File: src/rtl/dtc_inverse_search.sv
// Preimage search: sweeps every probe vector through an attached combinational classifier and
// reports the lowest input mapping to the requested class plus the total number of matches.
module dtc_inverse_search #(
  parameter int IN_W  = 9,
  parameter int OUT_W = 5,
  parameter int CNT_W = IN_W + 1
) (
  input  logic             clk,
  input  logic             rst_n,
  input  logic             req_valid,
  output logic             req_ready,
  input  logic [OUT_W-1:0] req_class,
  input  logic             abort,
  output logic [IN_W-1:0]  probe_inp,
  input  logic [OUT_W-1:0] probe_outp,
  output logic             rsp_valid,
  input  logic             rsp_ready,
  output logic             rsp_found,
  output logic [IN_W-1:0]  rsp_first,
  output logic [CNT_W-1:0] rsp_count
);

  typedef enum logic [1:0] {
    IDLE,
    SCAN,
    RESP
  } state_t;

  localparam logic [IN_W-1:0] PROBE_LAST = '1;

  state_t           state;
  logic [OUT_W-1:0] class_q;

  // The rsp_* registers double as the scan accumulators; only rsp_valid qualifies them.
  always_ff @(posedge clk or negedge rst_n) begin
    if (!rst_n) begin
      state     <= IDLE;
      req_ready <= 1'b1;
      class_q   <= '0;
      probe_inp <= '0;
      rsp_valid <= 1'b0;
      rsp_found <= 1'b0;
      rsp_first <= '0;
      rsp_count <= '0;
    end else begin
      case (state)
        IDLE: begin
          if (req_valid) begin
            class_q   <= req_class;
            probe_inp <= '0;
            rsp_found <= 1'b0;
            rsp_first <= '0;
            rsp_count <= '0;
            req_ready <= 1'b0;
            state     <= SCAN;
          end
        end
        SCAN: begin
          if (abort) begin
            rsp_found <= 1'b0;
            rsp_first <= '0;
            rsp_count <= '0;
            req_ready <= 1'b1;
            state     <= IDLE;
          end else begin
            if (probe_outp == class_q) begin
              rsp_count <= rsp_count + 1'b1;
              if (!rsp_found) begin
                rsp_found <= 1'b1;
                rsp_first <= probe_inp;
              end
            end
            if (probe_inp == PROBE_LAST) begin
              rsp_valid <= 1'b1;
              state     <= RESP;
            end else begin
              probe_inp <= probe_inp + 1'b1;
            end
          end
        end
        RESP: begin
          if (rsp_ready) begin
            rsp_valid <= 1'b0;
            req_ready <= 1'b1;
            state     <= IDLE;
          end
        end
        default: begin
          req_ready <= 1'b1;
          rsp_valid <= 1'b0;
          state     <= IDLE;
        end
      endcase
    end
  end

endmodule

File: config.mk
export PLATFORM = sky130hd
export DESIGN_NAME = dtc_inverse_search
export DESIGN_NICKNAME = d
export VERILOG_FILES = /design/src/rtl/dtc_inverse_search.sv
export SDC_FILE = /design/constraint.sdc
export NUM_CORES = 1
export LEC_CHECK = 0
export ABC_CLOCK_PERIOD_IN_PS = 3200
export CORE_AREA = 2 2 50 88
export CTS_CLUSTER_DIAMETER = 40
export CTS_CLUSTER_SIZE = 28
export DETAILED_ROUTE_END_ITERATION = 10
export DIE_AREA = 0 0 52 90
export HOLD_SLACK_MARGIN = 0.02
export PLACE_DENSITY = 0.88
export SETUP_SLACK_MARGIN = 0.05
export SYNTH_ARGS = -nofsm -noshare
export SYNTH_HDL_FRONTEND = slang
export SYNTH_SLANG_ARGS = --single-unit
File: constraint.sdc
create_clock -name clk -period 3.2 [get_ports clk]
set_input_delay 0.32 -clock clk [delete_from_list [all_inputs] [get_ports clk]]
set_output_delay 0.32 -clock clk [all_outputs]
set_load 0.1 [all_outputs]
### Word-level counts from Yosys, hierarchy flattened

Index checks and enable logic that the tools add are counted.

| storage, ports and cells | value |
|---|---|
| flip-flop bits (word level) | 38 |
| bits of input ports | 15 |
| output and inout port bits | 31 |

| operators by class | value |
|---|---|
| add/sub/neg operators | 2 |
| eq/ne operators | 13 |
| mux-type cells | 28 |
| bitwise logic cells | 1 |
| reduce and logical (&&, ||, !) cells | 9 |

Operators by type and width:

| kind | number |
|---|---|
| 2-to-1 mux 9 bit | 6 |
| case mux 9 bit (2 select lines) | 2 |
| 2-to-1 mux 10 bit | 3 |
| case mux 10 bit (2 select lines) | 1 |
| inequality test 2 bit, second input constant | 6 |
| AND reduction 4 bit | 3 |
| adder 10 x 1 -> 10 bit, second input constant | 1 |
| adder 9 x 1 -> 9 bit, second input constant | 1 |
| == test 9 bit, second input constant | 1 |
| inequality test 3 bit, second input constant | 3 |
| AND reduction 3 bit | 3 |
| 2-to-1 mux 1 bit | 8 |
| 2-to-1 mux 2 bit | 4 |
| case mux 1 bit (3 select lines) | 2 |
| case mux 2 bit (3 select lines) | 1 |
| == test 5 bit | 1 |
| == test 2 x 1 -> 1 bit, second input constant | 1 |
| == test 2 bit, second input constant | 1 |
| zero test 2 bit | 1 |
| case mux 1 bit (2 select lines) | 1 |
| AND reduction 2 bit | 1 |
| nonzero test 2 bit | 1 |
| NOT 1 bit | 1 |

### Longest topological paths before layout

| depth | value |
|---|---|
| depth in word-level cells | 4 |
| mapped depth | 9 |
| depth with buffers taken out | 8 |

### Least setup slack after synthesis

OpenSTA, ideal clock, no wires.

| timing | value |
|---|---|
| path type | register to register |
| start | register probe_inp[2] |
| end | register probe_inp[3] |
| library setup time | 79 ps |
| data arrival time | 2,764 ps |
| data required time | 3,121 ps |
| path slack | 357 ps |
| stages on the path, launching flop included | 10 |
| buffers on the path | 1 |
| clock period less this slack | 2,843 ps |
| cell sequence | dfrtp_1 and4_1 nand2_1 nor2_1 ha_1 or3b_1 a21o_1 buf_6 or4_1 a21oi_1 |

| on the way | value |
|---|---|
| cells in the longest elaborated chain, start to end | 4 |
| elaborated cells between the ends (all ways) | 7 |
| those cells by class | add/sub (1); eq/ne (2); mux (3); reduce/logical (1) |

Ends and longest elaborated chain:

| item | RTL line | text |
|---|---|---|
| from (decl) | 14 | `output logic [IN_W-1:0] probe_inp,` |
| from (signal assigned) | 77 | `probe_inp <= probe_inp + 1'b1;` |
| adder 9 x 1 -> 9 bit | 77 |  |
| 2-to-1 mux 9 bit | 73 | `if (probe_inp == PROBE_LAST) begin` |
| 2-to-1 mux 9 bit | 59 | `if (abort) begin` |
| case mux 9 bit (2 select lines) | 46 | `case (state)` |

Several ways; a longest one is shown, not always the timed one. The select of a mux whose other input is x is not followed.
A chain may end at the register's enable or synchronous reset.

### Final worst setup path

| timing | value |
|---|---|
| start | register probe_inp[3] |
| end | register probe_inp[5] |

The elaborated chain is that of the path after synthesis.

==> metrics list <==
- Result of the run: completed
- Detailed router's first-iteration violation count: roughly 70
- Antenna fix cells: 0
- In this run the horizontal extent of the chip is 52 um.
- Mapped Area: 1886 um^2
- VDD sags by at most 0.5081 mV.
* Portion of total power attributed to combinational logic: between 20% and 30%
- Headroom to the max-slew limit: 34.67%
* HPWL Detailed: between 3000 and 4000 um
- The layout has 342 filler cells.
- The finished cells cover 2472 um^2.
- Non-filler cells in the finished layout: 276
* Kind of path behind the tightest hold check: in -> async
* Total net switching power: about 460 uW
- From synthesis to final layout, the design area changed by 31.12%.
* Syn nets: between 150 and 200
* Maximum clock insertion buffer count: 2
* Initial core utilization: 47.20%
- In the final layout, the multi-input gates occupy about 860 um^2.
- Counting every instance in the synthesized netlist gives 180.
- TritonCTS clock tree: built
* Slack of the worst reg-to-reg path: 720 ps
- Sequence of cells on the critical path: and4_1 > nand2_1 > nor2_1 > ha_1 > or3b_1 > a21o_1 > or4_1 > a21oi_1
- STA classifies the critical path startpoint as a register.
* Number of logic stages on the critical path including buffering: 8
- Input and output buffers added on the ports amount to 45.
* Net count reported at finish: 244
- Sum of buffers and inverters on the critical path: 0
- Sequential cells burn 42.6% of the power.
- The kind of cell with the highest combined delay along the critical path is simple AND/OR/NAND/NOR gates.
* Wire length reported by the detailed router: between 4000 and 5000 um
- Latest clock arrival within the worst-skew pair: approximately 290 ps
* Worst reg2reg startpoint: probe_inp[3]
- For the pin with the worst max-slew slack, the measured transition is between 900 and 1000 ps.
- Post-CTS resize count: 0
- Sequential elements use 50.50% of the synthesized area.
- Entering global routing, the biggest net connects 39 pins.
* Antenna violations before repair: 0
- Clock-pin slew was measured on the worst setup and hold paths at around 70 ps.
* Die boundary height: 90 um
- Reg2Reg Depth: 8
* Launching element of the worst setup path: probe_inp[3]
- Critical path capture point type: register
- CTS saw 38 sinks.
- Hold repair after CTS inserted 0 buffers.
- Number of synthesized register bits: 38
* Total clock buffers created by CTS: 5
- Type of the worst setup path: reg -> reg
- The H-tree was split into 2 levels.
- Total cell area at the placement stage: 2362 um^2
- Std cell rows: 31
- Final period util: 77.49%
- In this run the mean area of a mapped cell was 10.48 um^2.
- For this run, the total global-route usage over all layers was measured as 20.77%.
* Maximum single-stage delay on the critical path: roughly 490 ps
- The sequential cells in the finished layout cover a total of 952.2 um^2.
* Clock root buffer: clkbuf_8
- Across the run, the number of max-cap violations was 0.
- The slowest stage of the critical path is the or4_1 cell.
- Share of layout cells above drive strength 1: 10.57%
* Maximum operating frequency: 0.4033 GHz
- Clock period minus final worst setup slack: 2480 ps
- The share of total power dissipated in the clock network is 28.7%.
- In this run switching power makes up 35.29% of total power.
* Setup-violating endpoint count in the final report: 0
- At the worst endpoint, the arrival time is around 2700 ps.
- Of all nets on the critical path, the largest fanout is 11.
* FF-to-FF End: probe_inp[5]
- Setup slack closes at approximately 720 ps.
* # placed instances: 268
- Lkg Pwr: 1.004 nW
- The clock arrives with roughly 6 ps of skew.
- The internal portion of the total power is 848.6 uW.
- Setup bufs post-CTS: 0
- After detailed routing, the number of vias per cell comes to 5.855.
* Number of I/O pins: 46
- PD cells: 530.4 nW/um^2
* Required time worst endpoint: between 3000 and 4000 ps
- The detail route stage leaves a number of antenna-violating nets equal to 0.
- Core Region: 3995 um^2
- The first global-routing pass estimated 7465 um of wire.
- Vias in the first global route: ~1700
- Routed length per placed instance: 15.80 um
* Detailed-route DRC error count: 0
- The first detailed-routing pass took 4 iterations.
- The count of final max-slew check failures is 0.
* Number of failing hold endpoints at the final stage: 0
- The die covers 4680 um^2.
- Yosys printed 0 warnings.
- For the final routed database, the setup TNS stands at 0 ps.
* Unrepaired setup endpoints after global routing: false
* Crit path to: probe_inp[5]
* Placement-stage worst setup slack: 752.3 ps
- The final route contains 1616 vias.
- Overflow left after global routing: 0
- The synthesized netlist contains 47 unique library cells.
- Overall power of the completed layout: 1.311 mW
- Routability-driven placement finished with a final weighted congestion of 0.8328.
## cells by family (layout without fill, tap and decap cells)
family / count (synthesis) / in the layout / share of synthesized area, %
and+or+nand+nor: 63 / 63 / 18.32
DFF: 38 / 38 / 50.50
AOI/OAI and AO/OA: 44 / 44 / 17.52
buffers and inverters: 17 / 64 / 3.849
muxes: 7 / 7 / 4.114
adders and majority gates: 3 / 3 / 1.991
xor gates and xnor gates: 8 / 8 / 3.716
## per-stage QoR
stage	util [%]	hold WS, ps
finish	61.89	122.8
global route	61.89	180.0
CTS	61.89	149.1
detailed placement	59.13	466.0
global placement	59.13	465.1
floorplan	-	24.41
## final cells by class
cell class / count / area share, %
inverter: 10 / 1.518
tap: 49 / 2.480
sequential: 38 / 38.51
multi-input combinational: 125 / 34.82
timing repair buffer: 46 / 18.22
clock buffer: 8 / 4.453
## cells in the final DEF (no fill, tap or decap), types with 2 or more instances in the layout
cell type,synthesis,final
clkdlybuf4s50_1,0,43
dfrtp_1,37,37
nand2_1,14,14
nand3_1,12,12
inv_1,10,10
nor2_1,9,9
a32o_1,9,9
clkbuf_8,0,8
o21ai_0,7,7
xnor2_1,6,6
a21oi_1,6,6
mux2_2,6,6
and3_1,5,5
nand4_1,5,5
or4_1,4,4
a31oi_1,4,4
o31ai_1,3,3
o211ai_1,3,3
ha_1,3,3
nor2b_1,2,2
xor2_1,2,2
nor3_1,2,2
o221ai_1,2,2
buf_4,0,2
## Yosys cell counts, drive strengths merged
master / number / area share (%)
o21ba: 1 / 0.53
o2111ai: 1 / 0.46
nor2b: 2 / 0.66
nand3: 12 / 3.2
o21ai: 8 / 2.1
nand2: 15 / 3.1
nor4b: 1 / 0.46
and2: 1 / 0.33
a31o: 1 / 0.46
o211ai: 3 / 1.2
a31oi: 4 / 1.3
xnor2: 6 / 2.8
mux2: 6 / 3.6
ha: 3 / 2.0
a21oi: 6 / 1.6
o22a: 1 / 0.46
clkbuf: 3 / 0.60
buf: 4 / 1.3
o41a: 1 / 0.60
and3: 5 / 1.7
a41oi: 1 / 0.46
or4: 4 / 1.6
dfstp: 1 / 1.4
nor2: 9 / 1.8
xor2: 2 / 0.93
nand4: 5 / 1.7
o31ai: 3 / 1.2
or3b: 2 / 0.93
nor3: 3 / 1.1
o221ai: 2 / 0.93
and4: 1 / 0.46
a21o: 1 / 0.40
o32a: 1 / 0.53
nand3b: 1 / 0.40
a22o: 1 / 0.46
mux2i: 1 / 0.53
inv: 10 / 2.0
dfrtp: 37 / 49
a32o: 9 / 4.8
nor3b: 1 / 0.66
nand2b: 1 / 0.33
## power by group through the flow
stage          registers [mW]  logic [mW]  clock network, mW
3_3_place_gp            0.566       0.374                  0
6_report                0.558       0.376              0.377
3_5_place_dp            0.567       0.376                  0
2_1_floorplan           0.703       0.140                  0
4_1_cts                 0.558       0.378              0.387
5_1_grt                 0.565       0.399              0.410
## worst min path at each step
stage	startpoint	to	slack, ps	cells past startpoint
2_1_floorplan	rst_n	class_q[0]	20	0
3_3_place_gp	rst_n	class_q[2]	470	1
3_5_place_dp	rst_n	class_q[2]	470	1
4_1_cts	rst_n	class_q[2]	150	1
5_1_grt	rst_n	class_q[2]	180	1
6_report	rst_n	rsp_first[4]	120	1
## worst reg2reg max path, cell delays in order, from the launching register on
cell     delay [ps]
dfrtp_1         450
and4_1          240
nand2_1         110
nor2_1           60
ha_1            220
or3b_1          350
a21o_1          290
or4_1           500
a21oi_1         180
## registers in the layout (all words and copies together) (netlist names)
signal,flops
rsp_first,9
class_q,5
probe_inp,9
rsp_valid,1
state,2
rsp_found,1
rsp_count,10
req_ready,1
## layer usage
layer	track usage (%)	up-vias	routed length [um]
li1	-	765	-
met1	22.49	793	1657
met2	36.71	47	2406
met3	3.821	11	193
met4	10.09	0	103
met5	0	-	0
Power figures use the tool's default switching activity.
